[config.mk]
export PLATFORM = sky130hd
export DESIGN_NAME = link_order_master
export DESIGN_NICKNAME = d
export VERILOG_FILES = /design/src/rtl/link_order_master.sv
export SDC_FILE = /design/constraint.sdc
export NUM_CORES = 1
export LEC_CHECK = 0
export CAP_MARGIN = 40
export CORE_ASPECT_RATIO = 2
export CORE_UTILIZATION = 40
export DETAILED_ROUTE_END_ITERATION = 10
export PLACE_DENSITY = 0.61
export SLEW_MARGIN = 20
export SYNTH_ARGS = -nofsm -noshare
export SYNTH_HDL_FRONTEND = slang
export SYNTH_SLANG_ARGS = --single-unit
[constraint.sdc]
create_clock -name clk -period 4.96 [get_ports clk]
set_input_delay 1.488 -clock clk [delete_from_list [all_inputs] [get_ports clk]]
set_output_delay 1.488 -clock clk [all_outputs]
set_load 0.02 [all_outputs]
[src/rtl/link_order_master.sv]
// Command-to-order master: buffers link-table commands in a FIFO, issues them one
// at a time to the link-table engine, and returns READ data through a response register.
module link_order_master #(
    parameter int unsigned ADDR_WIDTH  = 16,
    parameter int unsigned DATA_WIDTH  = 16,
    parameter int unsigned TABLE_WIDTH = 8,
    parameter int unsigned CMD_DEPTH   = 4
) (
    input  logic                   clk,
    input  logic                   rst,

    input  logic                   cmd_valid,
    output logic                   cmd_ready,
    input  logic [1:0]             cmd_type,
    input  logic [TABLE_WIDTH-1:0] cmd_table,
    input  logic [ADDR_WIDTH-1:0]  cmd_node,
    input  logic [DATA_WIDTH-1:0]  cmd_data,

    output logic                   order_valid,
    input  logic                   order_busy,
    output logic [1:0]             order_type,
    output logic [TABLE_WIDTH-1:0] order_table,
    output logic [ADDR_WIDTH-1:0]  order_node,
    output logic [DATA_WIDTH-1:0]  order_data,

    input  logic                   dout_valid,
    output logic                   dout_busy,
    input  logic [DATA_WIDTH-1:0]  dout_data,

    output logic                   rsp_valid,
    input  logic                   rsp_ready,
    output logic [DATA_WIDTH-1:0]  rsp_data,
    output logic [TABLE_WIDTH-1:0] rsp_table,
    output logic [ADDR_WIDTH-1:0]  rsp_node,
    output logic [15:0]            issued_cnt,
    output logic                   err_unexp
);

    localparam int unsigned IDX_W   = (CMD_DEPTH > 1) ? $clog2(CMD_DEPTH) : 1;
    localparam int unsigned PTR_W   = IDX_W + 1;
    localparam int unsigned ENTRY_W = 2 + TABLE_WIDTH + ADDR_WIDTH + DATA_WIDTH;
    localparam logic [1:0]  TYPE_READ = 2'b11;

    typedef enum logic [1:0] {
        IDLE    = 2'd0,
        ISSUE   = 2'd1,
        WAIT_RD = 2'd2
    } state_t;

    state_t state, state_nxt;

    logic [ENTRY_W-1:0] fifo_mem [CMD_DEPTH];
    logic [PTR_W-1:0]   wr_ptr;
    logic [PTR_W-1:0]   rd_ptr;
    logic               fifo_empty;
    logic               fifo_full;
    logic               push_c;
    logic               pop_c;
    logic               accept_c;
    logic               rd_load_c;
    logic               unexp_c;

    logic [ENTRY_W-1:0]     head;
    logic [1:0]             head_type;
    logic [TABLE_WIDTH-1:0] head_table;
    logic [ADDR_WIDTH-1:0]  head_node;
    logic [DATA_WIDTH-1:0]  head_data;

    // Extra pointer bit distinguishes full (MSBs differ) from empty (equal).
    assign fifo_empty = (wr_ptr == rd_ptr);
    assign fifo_full  = (wr_ptr[IDX_W] != rd_ptr[IDX_W]) &&
                        (wr_ptr[IDX_W-1:0] == rd_ptr[IDX_W-1:0]);
    assign cmd_ready  = !fifo_full;
    assign push_c     = cmd_valid && !fifo_full;
    assign dout_busy  = rsp_valid;

    assign head = fifo_mem[rd_ptr[IDX_W-1:0]];
    assign {head_type, head_table, head_node, head_data} = head;

    // FIFO storage; no reset needed since pointers define validity.
    always_ff @(posedge clk) begin
        if (push_c) begin
            fifo_mem[wr_ptr[IDX_W-1:0]] <= {cmd_type, cmd_table, cmd_node, cmd_data};
        end
    end

    always_ff @(posedge clk) begin
        if (rst) begin
            wr_ptr <= '0;
            rd_ptr <= '0;
        end else begin
            if (push_c) begin
                wr_ptr <= wr_ptr + PTR_W'(1);
            end
            if (pop_c) begin
                rd_ptr <= rd_ptr + PTR_W'(1);
            end
        end
    end

    always_ff @(posedge clk) begin
        if (rst) begin
            state <= IDLE;
        end else begin
            state <= state_nxt;
        end
    end

    // Next-state and per-edge control strobes.
    always_comb begin
        state_nxt = state;
        pop_c     = 1'b0;
        accept_c  = 1'b0;
        rd_load_c = 1'b0;
        unexp_c   = 1'b0;
        case (state)
            IDLE: begin
                if (!fifo_empty) begin
                    pop_c     = 1'b1;
                    state_nxt = ISSUE;
                end
            end
            ISSUE: begin
                if (!order_busy) begin
                    accept_c  = 1'b1;
                    state_nxt = (order_type == TYPE_READ) ? WAIT_RD : IDLE;
                end
            end
            WAIT_RD: begin
                if (dout_valid && !rsp_valid) begin
                    rd_load_c = 1'b1;
                    state_nxt = IDLE;
                end
            end
            default: begin
                state_nxt = IDLE;
            end
        endcase
        if (state != WAIT_RD && dout_valid && !rsp_valid) begin
            unexp_c = 1'b1;
        end
    end

    // Order registers hold the fields after acceptance so a READ can tag its response.
    always_ff @(posedge clk) begin
        if (rst) begin
            order_valid <= 1'b0;
            order_type  <= '0;
            order_table <= '0;
            order_node  <= '0;
            order_data  <= '0;
            issued_cnt  <= '0;
        end else begin
            if (pop_c) begin
                order_valid <= 1'b1;
                order_type  <= head_type;
                order_table <= head_table;
                order_node  <= head_node;
                order_data  <= head_data;
            end else if (accept_c) begin
                order_valid <= 1'b0;
            end
            if (accept_c) begin
                issued_cnt <= issued_cnt + 16'd1;
            end
        end
    end

    // Single-entry response register; a drain edge never loads since dout_busy was high.
    always_ff @(posedge clk) begin
        if (rst) begin
            rsp_valid <= 1'b0;
            rsp_data  <= '0;
            rsp_table <= '0;
            rsp_node  <= '0;
            err_unexp <= 1'b0;
        end else begin
            if (rd_load_c) begin
                rsp_valid <= 1'b1;
                rsp_data  <= dout_data;
                rsp_table <= order_table;
                rsp_node  <= order_node;
            end else if (rsp_valid && rsp_ready) begin
                rsp_valid <= 1'b0;
            end
            if (unexp_c) begin
                err_unexp <= 1'b1;
            end
        end
    end

endmodule

# == Yosys cells after proc, flatten, opt, wreduce, memory -nomap -nowiden ==
# Memory sizes are Yosys's and may differ from the RTL's. A register that Yosys moved wholly into a read port is not among the register bits.
# Cells that the tools add are included.
# totals
ff_bits,67
mem_bits_rw,168
input_bits,64
out_inout_bits,103
elab_cells,54
memories,1
# op_classes
addsub,3
n_eq_ne,10
mux,18
reduce_logical,12
# memory_table
memory,words,word_bits,rd,rd_clocked_by_memory_dff,write_ports,line_no,rtl
fifo_mem,4,42,1,1,1,52,logic [ENTRY_W-1:0] fifo_mem [CMD_DEPTH];
# op_table
operator,count
$add A16 B1 Y16 const B,1
$mux W1,13
$mux W2,4
$ne A2 B2 Y1 const B,4
$add A3 B1 Y3 const B,2
$logic_and A1 B1 Y1,6
$pmux W2 S3,1
$eq A2 B2 Y1 const B,2
$reduce_bool A2 Y1,2
$eq A3 B3 Y1,1
$reduce_and A3 Y1,1
$eq A2 B1 Y1 const B,1
$eq A2 B2 Y1,1
$logic_not A1 Y1,2
$logic_not A2 Y1,1
$ne A1 B1 Y1,1

# == Logic depth before layout (Yosys ltp) ==
# Gate-level depths: netlist of the first run.
# depth
ltp_word,6
depth_mapped,7
mapped_depth_nobuf,5

# == Worst setup path after synthesis of the first run ==
# OpenSTA, ideal clock, no wires.
# synth_path
path_type,input-to-reg
startpoint,input port cmd_valid
endpoint,memory fifo_mem[1][0] (netlist name) (enable)
setup_time_ns,0.403
arrival_ns,2.892
t_required_ns,4.557
slack_ns,1.665
path_stages,3
n_path_buf,0
path_cell_list,inv_1 a31oi_2 and2_1
# synth_between
elab_chain_len,3
# synth_rtl
element,line_no,rtl
"start, declared",12,"input logic cmd_valid,"
$logic_and A1 B1 Y1,74,assign push_c = cmd_valid && !fifo_full;
$mux W1,82,if (push_c) begin
$mux W1 (implied by the code),83,"fifo_mem[wr_ptr[IDX_W-1:0]] <= {cmd_type, cmd_table, cmd_node, cmd_data};"
"end, declared",52,
# Every way passes these cells.

# == Worst setup path after layout of the first run ==
# layout_path
startpoint,register wr_ptr[0]
endpoint,output port cmd_ready
# layout_between
elab_chain_len,3
# layout_rtl
element,line_no,rtl
"start, declared",53,logic [PTR_W-1:0] wr_ptr;
"start signal, assigned",93,wr_ptr <= wr_ptr + PTR_W'(1);
$eq A2 B2 Y1,72,(wr_ptr[IDX_W-1:0] == rd_ptr[IDX_W-1:0]);
$logic_and A1 B1 Y1,71,assign fifo_full = (wr_ptr[IDX_W] != rd_ptr[IDX_W]) &&
$logic_not A1 Y1,73,assign cmd_ready = !fifo_full;
"end, declared",13,"output logic cmd_ready,"
# Every way passes these cells.

==> impl_results.md, run 1 <==
* CTS Root Cell: clkbuf_16
* Warnings, synthesis at 0
* Clk pwr share at 29.2%
* Final min period at 3.533 ns
* Crit path DAT at 2.04 ns
* Sequential cell area fraction in the yosys report at 70.95%
* Cell Area, Synth at between 10,000 and 15,000 µm²
* Commonest non-fill, non-tap cells in the layout: 168 x edfxtp_1, 165 x clkdlybuf4s50_1, 107 x dfxtp_1, 86 x nand2_1, 60 x nor2_1
* Number of H-tree levels at 1
* Worst-Margin Slew at 0.8099 ns
* IO Pins at roughly 170
* Post-synthesis mux area share at between 10% and 20%
* Synth unique cells at 35
* Post-CTS Setup Repair Bufs at 0
* Post-Syn Instances at 676
* Post-synth net total at between 700 and 800
* IO buf count at 166
* Largest fanout on the critical path at 5
* Core area at 25,030 µm²
* Cells along the critical path: xnor2_1 > nand3_1 > clkdlybuf4s50_1
* Switching Fraction at around 28%
* Synthesized area per cell at approximately 15 µm²
* Die X-Extent at 114.8 µm
* CP peak stage delay at 0.59 ns
* Worst vdd ir at 0.0002685 V
* CP Launch Type: flip-flop
* Lkg Pwr at 0.004290 µW
* Final worst-path cycle share at between 70% and 80%
* Status: completed
* Total CTS buffers at 25
* Hold crit path type: flip-flop to flip-flop
* Slowest cell on the critical path: clkdlybuf4s50_1
* Crit. End Element: output port
* Synth top area share at about 50%
* Reg power frac at 45.0%
* Final WS setup at roughly 1.4 ns
* Max clock buf depth at 3
* WL/cell at 18.04 µm
* Xor/xnor share of the synthesized area at approximately 1.4%
* Final Util at about 52%
* Global-route wire length before repair at 33,520 µm
* Net switching power at 1777 µW
* CTS tree: built
* # resized after CTS at 0
* Power per cell area at a little under 500 nW/µm²
* Setup WS pre-CTS at 1.243 ns
* RSZ-0062 raised after global routing: false
* Max transition margin at 46.00%
* Gpl congestion at 0.7711
* CTS clk-pin slew, worst paths at 0.07 ns
* Starting Density at 40.69%
* Share of cells above drive strength 1 at around an eighth
* Syn-to-layout area delta at 28.15%
* Layout Nets at 916
* Layout Skew at 0.01183 ns
* Setup_tns at 0 ns
* Pint at approximately 4600 µW
* Die area at ~26,000 µm²
* Max Transition Viols Final at 0
* GRT Resource Usage Total at 17.02%
* FMAX at 0.2831 GHz
* Initial DRT Pass Iterations at 4
* Register bit total from synthesis at 277
* Synth area leaders: edfxtp_1 50%, dfxtp_1 21%, mux4_2 9.3%
* DPL Wire Length at 14,840 µm
* CTS Hold Bufs at 0
* Post-Synth Adder-Cell Area at 0.7370%
* Fillers at 2,179
* Die span in y at 227.7 µm
* Worst EP required at 3.47 ns
* Remaining Overflow, GRT at 0
* Delay-heaviest family, CP: buffers and inverters
* Fin. Hold Viols at 0
* Dominant cell type by area after synthesis: edfxtp_1
* Maxcap violations at 0
* Initial antenna violation count at 0
* Via count at 5,916
* Most common cell after layout, fill and taps aside: edfxtp_1
* Largest net degree at the start of global routing at between 60 and 70
* Routed Antenna Nets at 0
* Drt first-iter violations at 409
* Vias in the first global route at 6,228
* Vias per cell at between 4 and 5
* CP Buf/Inv Count at 1
* CP Class: flip-flop to output port
* Simple-gate area share of the yosys netlist at slightly below 8%
* Row Count at 82
* Combinational share of power at 25.8%
* Total clock sinks at 277
* Post-Route WL at around 22,000 µm
* Final setup fails at 0
* Worst skew pair latency at 0.52 ns
* Post-route DRC violation count at 0
* Compound-Gate Fraction of Synth Area at 3.415%
* Largest family of logic cells by synthesized area: multiplexers
## registers in the layout (all words and copies together) (netlist names), 2 cells and up
signal and flops:
fifo_mem 168, issued_cnt 16, order_data 16, order_node 16
order_table 8, order_type 2, rd_ptr 3, rsp_data 16
rsp_node 16, rsp_table 8, state 2, wr_ptr 3
## through the flow
step	hold WS (ns)	cells	instance area, µm²	total power [µW]
2_1_floorplan	0.5016	676	10190	3967
3_3_place_gp	0.4413	1152	12190	4534
3_5_place_dp	0.4485	1155	12270	4580
4_1_cts	0.4580	1200	13050	6439
5_1_grt	0.4741	1200	13050	6643
6_report	0.4551	1201	13050	6341
## synthesized netlist by cell type
| library cell | n |
|---|---|
| or2_2 | 1 |
| edfxtp_1 | 168 |
| a21bo_2 | 2 |
| a31oi_2 | 1 |
| mux2i_1 | 45 |
| mux4_2 | 42 |
| inv_1 | 8 |
| clkbuf_1 | 25 |
| nand3_1 | 4 |
| dfxtp_1 | 109 |
| or4_4 | 1 |
| a31o_2 | 1 |
| a21oi_1 | 50 |
| a311oi_2 | 1 |
| nand4bb_1 | 1 |
| and2_1 | 4 |
| nor2_1 | 61 |
| nand2_1 | 86 |
| nand3b_1 | 2 |
| ha_1 | 6 |
| or3_1 | 5 |
| xor2_1 | 3 |
| a32oi_1 | 1 |
| nor3_1 | 3 |
| o21ai_0 | 5 |
| nor3b_2 | 1 |
| buf_4 | 4 |
| nand2b_1 | 3 |
| nor2b_1 | 2 |
| xnor2_1 | 13 |
| buf_6 | 3 |
| nor4_1 | 4 |
| a211oi_1 | 1 |
| nand4_1 | 5 |
| buf_2 | 5 |
## final timing paths
check / startpoint / endpoint / slack (ns) / cells after the start
setup / recovery: wr_ptr[0]$_SDFFE_PP0N_ / cmd_ready / 1.43 / 3
hold / removal: rsp_table[6]$_SDFFE_PP0P_ / rsp_table[6]$_SDFFE_PP0P_ / 0.46 / 2
setup reg to reg: wr_ptr[0]$_SDFFE_PP0N_ / fifo_mem[0][18]$_DFFE_PP_ / 2.58 / 4
hold reg to reg: rsp_table[6]$_SDFFE_PP0P_ / rsp_table[6]$_SDFFE_PP0P_ / 0.46 / 2
## power groups by stage
| stage | Combinational (µW) | Clock, µW | Sequential (µW) |
|---|---|---|---|
| floorplan | 923 | 0 | 3040 |
| global placement | 1640 | 0 | 2900 |
| detailed placement | 1670 | 0 | 2910 |
| CTS | 1680 | 1900 | 2860 |
| global route | 1770 | 1990 | 2880 |
| finish | 1630 | 1850 | 2860 |
## layout make-up
class	count	area (µm²)	area share, %
inverter	8	30.03	0.2300
sequential	277	7232	55.40
timing repair buffer	180	1817	13.92
tap	336	420.4	3.221
multi-input combinational	354	2770	21.22
clock inverter	14	123.9	0.9489
clock buffer	31	658.1	5.042
antenna	1	2.502	0.01917
## kinds of logic (layout without fill, tap and decap cells)
family,after synthesis,in the layout
flops,277,277
simple gates,183,183
mux,87,87
compound gates,62,62
buf+inv,45,233
xor+xnor,16,16
fa+ha+maj,6,6
other cells,0,1
## metal layers
layer | global-route usage [%] | up-vias | routed length [µm]
li1 | - | 2815 | -
met1 | 18.49 | 2909 | 8039
met2 | 32.41 | 158 | 11970
met3 | 2.440 | 34 | 962
met4 | 7.038 | 0 | 688
met5 | 0 | - | 0
## worst reg2reg max path: stages, from the launching register on
cell     delay [ns]
dfxtp_1        0.45
xnor2_1        0.20
a31oi_2        0.44
and2_2         0.47
buf_4          0.45
Power figures use the tool's default switching activity.
==> run 2, diff against run 1 <==
Clock period 4.96 ns to 3.6 ns, I/O delays scaled along.
==> run 2 against run 1 <==
Wire length up 0.40%. Hold slack hardly changed. Sequential power grew 37%. Setup slack lost 1.0 ns. Highest routed layer unchanged. Combinational power grew 40%. Utilization rose by 0.29 points.
==> impl_results.md, run 2 (same netlist as run 1, synthesis figures left out) <==
* Status: completed (unchanged)
* Drt first-iter violations at 368 (was 409)
* Vias in the first global route at 6,323 (was 6,228)
* Largest fanout on the critical path at 5 (unchanged)
* DPL Wire Length at 14,180 µm (was 14,840 µm)
* Max reg flops at 168 (unchanged)
* CTS Hold Bufs at 0 (unchanged)
* Fin. Hold Viols at 0 (unchanged)
* CTS Root Cell: clkbuf_16 (unchanged)
* Final min period at 3.188 ns
* Row Count at 82 (unchanged)
* Initial antenna violation count at 0 (unchanged)
* Final worst-path cycle share at about nine tenths
* Post-CTS Setup Repair Bufs at 0 (unchanged)
* Remaining Overflow, GRT at 0 (unchanged)
* Layout Skew at 0.007515 ns (was 0.01183 ns)
* Final Util at 52.44% (was 52.14%)
* Max Transition Viols Final at 0 (unchanged)
* Power per cell area at 683.0 nW/µm² (was 485.8 nW/µm²)
* Die area at 26,150 µm² (unchanged)
* Worst hold stages at 2 (unchanged)
* WL/cell at 18.16 µm (was 18.04 µm)
* Placed instance count at 1,154 (was 1,155)
* CTS clk-pin slew, worst paths at 0.07 ns (about the same)
* RSZ-0062 raised after global routing: false (unchanged)
* Commonest non-fill, non-tap cells in the layout: 168 x edfxtp_1, 165 x clkdlybuf4s50_1, 107 x dfxtp_1, 86 x nand2_1, 60 x nor2_1 (unchanged)
* GRT Resource Usage Total at 16.97% (was 17.02%)
* Crit. End Element: output port (unchanged)
* Hold crit path type: flip-flop to flip-flop (unchanged)
* Vias per cell at 4.987 (was 4.926)
* Max transition margin at 43.33% (was 46.00%)
* Initial DRT Pass Iterations at 4 (unchanged)
* Share of cells above drive strength 1 at 13.11% (was 12.50%)
* Gpl congestion at 0.7926 (was 0.7711)
* Layout Nets at 914 (was 916)
* Diodes inserted at 0 (was 1)
* Crit path DAT at 2.11 ns (was 2.04 ns)
* IO Pins at 167 (unchanged)
* Final setup fails at 0 (unchanged)
* Syn-to-layout area delta at 28.88% (was 28.15%)
* Via count at 5,975 (was 5,916)
* Die span in y at 227.7 µm (unchanged)
* IO buf count at 166 (unchanged)
* Number of H-tree levels at 1 (unchanged)
* Total CTS buffers at 24 (was 25)
* Worst EP required at 2.52 ns (was 3.47 ns)
* Core area at 25,030 µm² (unchanged)
* Post-Route WL at 21,750 µm (was 21,660 µm)
* Worst-Margin Slew at 0.8501 ns (was 0.8099 ns)
* Post-route DRC violation count at 0 (unchanged)
* Setup WS pre-CTS at 0.5751 ns (was 1.243 ns)
* FMAX at 0.3136 GHz
* Worst vdd ir at 0.0003877 V (was 0.0002685 V)
* FF-to-FF path depth at 5 (was 4)
* Setup_tns at 0 ns (unchanged)
* CTS tree: built (unchanged)
* Global-route wire length before repair at 33,440 µm (was 33,520 µm)
* # resized after CTS at 0 (unchanged)
* Lkg Pwr at 0.004312 µW (was 0.004290 µW)
* Total clock sinks at 277 (unchanged)
* Final WS setup at 0.4117 ns (was 1.427 ns)
* Most common cell after layout, fill and taps aside: edfxtp_1 (unchanged)
* Hold Slack at 0.4550 ns (was 0.4551 ns)
* CP Class: flip-flop to output port (unchanged)
* Worst skew pair latency at 0.52 ns (about the same)
* Die X-Extent at 114.8 µm (unchanged)
* Max clock buf depth at 3 (unchanged)
* Non-Filler Instances at 1,198 (was 1,201)
* CP Launch Type: flip-flop (unchanged)
* Maxcap violations at 0 (unchanged)
* Largest net degree at the start of global routing at 62 (was 69)
* Routed Antenna Nets at 0 (unchanged)
* Starting Density at 40.69% (unchanged)
[run 2: through the flow]
stage | instance area [µm²] | power, µW
global placement | 12250 | 6243
global route | 13130 | 9361
floorplan | 10190 | 5466
finish | 13130 | 8966
detailed placement | 12270 | 6320
CTS | 13130 | 9105
[run 2: power by group]
part	switching (µW)	internal, µW	total [µW]
Clock	1170	1580	2760
Sequential	220	3710	3930
Combinational	1140	1130	2280
[run 2: worst paths after layout]
path	slack, ns	from	to
hold / removal	0.46	rsp_data[4]$_SDFFE_PP0P_	rsp_data[4]$_SDFFE_PP0P_
hold reg to reg	0.46	rsp_data[4]$_SDFFE_PP0P_	rsp_data[4]$_SDFFE_PP0P_
setup / recovery	0.41	wr_ptr[0]$_SDFFE_PP0N_	cmd_ready
setup reg to reg	1.37	wr_ptr[0]$_SDFFE_PP0N_	order_data[14]$_SDFFE_PP0P_
[run 2: final cells by class]
cell class | instances | area, µm²
inverter | 8 | 30.03
fill | 2169 | 11910
clock buffer | 27 | 633.1
tap | 336 | 420.4
multi-input combinational | 354 | 2770
clock inverter | 17 | 222.7
timing repair buffer | 179 | 1819
sequential | 277 | 7232
[run 2: worst max-delay path: stages, from the launching register on]
cell,delay [ns]
dfxtp_1,0.38
xnor2_1,0.47
nand3_1,0.16
clkdlybuf4s50_1,0.58
[run 2: routing by layer]
metal	GRT usage (%)	part of all wire (%)	vias up
met5	0	0	-
met4	6.954	3.2	0
met3	2.572	4.2	47
met2	32.90	56	173
met1	17.85	36	2942
li1	-	-	2813
==> run 3, diff against run 2 <==
Settings changed: CORE_UTILIZATION 40 to 53, PLACE_DENSITY 0.61 to 0.77.
==> run 3 against run 2 <==
Design area is 1.9% lower. Sequential share of layout area is 1.0 points higher. Clock-buffer cell count is 1 higher. Utilization is 16 points higher. Clock power is 18% lower. Hold slack worse by 0.0023 ns. Setup slack better by 0.060 ns. Flip-flop and latch count stayed put. Non-clock buffer count is 2 higher. Combinational power hardly changed. Largest cell class unchanged. Largest power group unchanged.
==> impl_results.md, run 3 (same netlist as run 1, synthesis figures left out) <==
* Reg power frac at 46.4% (was 43.9%)
* Worst setup path endpoint: cmd_ready (unchanged)
* Final worst-path cycle share at 86.89% (was 88.56%)
* Final min period at 3.128 ns (was 3.188 ns)
* CP peak stage delay at 0.59 ns (was 0.58 ns)
* Largest net degree at the start of global routing at 59 (was 62)
* Layout Nets at 915 (was 914)
* Die span in y at 198.1 µm (was 227.7 µm)
* RR Startpoint: wr_ptr[0]$_SDFFE_PP0N_ (unchanged)
* Diodes inserted at 0 (unchanged)
* Design area at 12,880 µm² (was 13,130 µm²)
* Worst reg2reg endpoint: order_node[6]$_SDFFE_PP0P_ (was order_data[14]$_SDFFE_PP0P_)
* Vias in the first global route at 6,236 (was 6,323)
* Dpl cell area at 12,190 µm² (was 12,270 µm²)
* Crit. End Element: output port (unchanged)
* Initial DRT Pass Iterations at 5 (was 4)
* Syn-to-layout area delta at 26.48% (was 28.88%)
* Drt first-iter violations at 259 (was 368)
* CTS clk-pin slew, worst paths at 0.07 ns (about the same)
* RSZ-0062 raised after global routing: false (unchanged)
* Lkg Pwr at 0.004248 µW (was 0.004312 µW)
* Most common cell after layout, fill and taps aside: edfxtp_1 (unchanged)
* Placed instance count at 1,075 (was 1,154)
* Largest fanout on the critical path at 5 (unchanged)
* GRT Resource Usage Total at 21.08% (was 16.97%)
* Worst EP required at 2.52 ns (about the same)
* Power per cell area at 656.9 nW/µm² (was 683.0 nW/µm²)
* FF-to-FF path depth at 5 (unchanged)
* Via count at 6,056 (was 5,975)
* Die X-Extent at 100.0 µm (was 114.8 µm)
* Post-route DRC violation count at 0 (unchanged)
* Gpl congestion at 0.8471 (was 0.7926)
* Fillers at 1,304 (was 2,169)
* Total clock sinks at 277 (unchanged)
* CTS Hold Bufs at 0 (unchanged)
* Status: completed (unchanged)
* Combinational share of power at 26.8% (was 25.4%)
* Max reg flops at 168 (unchanged)
* Setup_tns at 0 ns (unchanged)
* Worst vdd ir at 0.0005109 V (was 0.0003877 V)
* Commonest non-fill, non-tap cells in the layout: 168 x edfxtp_1, 165 x clkdlybuf4s50_1, 107 x dfxtp_1, 86 x nand2_1, 60 x nor2_1 (unchanged)
* Clk pwr share at 26.8% (was 30.8%)
* Row Count at 71 (was 82)
* Max transition margin at 54.43% (was 43.33%)
* Switching Fraction at 28.23% (was 28.26%)
* Number of H-tree levels at 1 (unchanged)
* Non-Filler Instances at 1,117 (was 1,198)
* Die area at 19,810 µm² (was 26,150 µm²)
* Total CTS buffers at 23 (was 24)
* Starting Density at 54.09% (was 40.69%)
* IO Pins at 167 (unchanged)
* Layout Skew at 0.01536 ns (was 0.007515 ns)
* Maxcap violations at 0 (unchanged)
* Post-CTS Setup Repair Bufs at 0 (unchanged)
* Vias per cell at 5.422 (was 4.987)
* Slowest cell on the critical path: clkdlybuf4s50_1 (unchanged)
* Max clock buf depth at 3 (unchanged)
* Final setup fails at 0 (unchanged)
* CP Launch Type: flip-flop (unchanged)
* Max Transition Viols Final at 0 (unchanged)
* Worst-Margin Slew at 0.6836 ns (was 0.8501 ns)
* FMAX at 0.3197 GHz (was 0.3136 GHz)
* Critical path startpoint: wr_ptr[0]$_SDFFE_PP0N_ (unchanged)
* Initial antenna violation count at 0 (unchanged)
* DPL Wire Length at 13,520 µm (was 14,180 µm)
* Fin. Hold Viols at 0 (unchanged)
* Net switching power at 2389 µW (was 2534 µW)
* CTS Root Cell: clkbuf_16 (unchanged)
* Hold crit path type: flip-flop to flip-flop (unchanged)
* CP Class: flip-flop to output port (unchanged)
* Crit path DAT at 2.05 ns (was 2.11 ns)
* Worst skew pair latency at 0.51 ns (was 0.52 ns)
* WL/cell at 18.29 µm (was 18.16 µm)
* Remaining Overflow, GRT at 0 (unchanged)
* IO buf count at 166 (unchanged)
* Pint at 6074 µW (was 6432 µW)
* Core area at 18,830 µm² (was 25,030 µm²)
* R2R Setup Slk at 1.58 ns (was 1.37 ns)
* # resized after CTS at 0 (unchanged)
* CTS tree: built (unchanged)
* Share of cells above drive strength 1 at 12.30% (was 13.11%)
* Post-Route WL at 20,440 µm (was 21,750 µm)
* Cells along the critical path: xnor2_1 > nand3_1 > clkdlybuf4s50_1 (unchanged)
* Routed Antenna Nets at 0 (unchanged)
* Global-route wire length before repair at 32,000 µm (was 33,440 µm)
## run 3: cell count changes in the layout (fill, tap and decap cells not counted), sizes merged
cell    change
bufinv      -4
clkinv      +2
clkbuf      +1
buf         +2
inv         -1
## run 3: power groups by stage
stage | clock network (µW) | logic, µW | registers, µW
finish | 2270 | 2270 | 3920
floorplan | 0 | 1270 | 4190
CTS | 2320 | 2310 | 3930
global placement | 0 | 2230 | 3970
global route | 2450 | 2440 | 3960
detailed placement | 0 | 2300 | 3990
## run 3: how the worst min path moves through the flow
stage                                          from                         to  slack (ns)  cells past startpoint
after floorplan               state[0]$_SDFFE_PP0P_      state[0]$_SDFFE_PP0P_        0.50                      2
after global placement    rsp_data[15]$_SDFFE_PP0P_  rsp_data[15]$_SDFFE_PP0P_        0.44                      2
after detailed placement  rsp_data[10]$_SDFFE_PP0P_  rsp_data[10]$_SDFFE_PP0P_        0.45                      2
after CTS                 rsp_data[10]$_SDFFE_PP0P_  rsp_data[10]$_SDFFE_PP0P_        0.46                      2
after global routing      rsp_data[10]$_SDFFE_PP0P_  rsp_data[10]$_SDFFE_PP0P_        0.47                      2
final                     rsp_data[10]$_SDFFE_PP0P_  rsp_data[10]$_SDFFE_PP0P_        0.45                      2
## run 3: cell type report
class | instances | area, µm² | area share [%]
Clock buffer | 28 | 614.3 | 4.768
Clock inverter | 14 | 76.32 | 0.5924
Inverter | 8 | 30.03 | 0.2331
Multi-Input combinational cell | 354 | 2765 | 21.46
Sequential cell | 277 | 7232 | 56.13
Tap cell | 255 | 319.1 | 2.476
Timing Repair Buffer | 181 | 1847 | 14.33
## run 3: metrics by stage
stage	total power, µW	util, %	hold WS (ns)	setup WS (ns)
after CTS	8559	68.41	0.4551	0.4532
after detailed placement	6290	64.74	0.4456	0.5572
after floorplan	5466	-	0.5016	0.7130
after global placement	6197	64.64	0.4429	0.6342
final	8463	68.41	0.4527	0.4719
after global routing	8843	68.41	0.4711	0.3755
## run 3: critical path, delay by kind of cell, from the launching register on
| kind | cells | cell delay [ns] |
|---|---|---|
| simple gates | 1 | 0.15 |
| flops | 1 | 0.37 |
| buf+inv | 1 | 0.59 |
| xor+xnor | 1 | 0.41 |
## run 3: per-layer routing
metal / GRT usage (%) / part of all wire (%) / vias up
li1: - / - / 2804
met5: 0 / 0 / -
met1: 23.29 / 37 / 2988
met3: 2.859 / 5.3 / 38
met2: 40.79 / 56 / 226
met4: 6.817 / 2.4 / 0
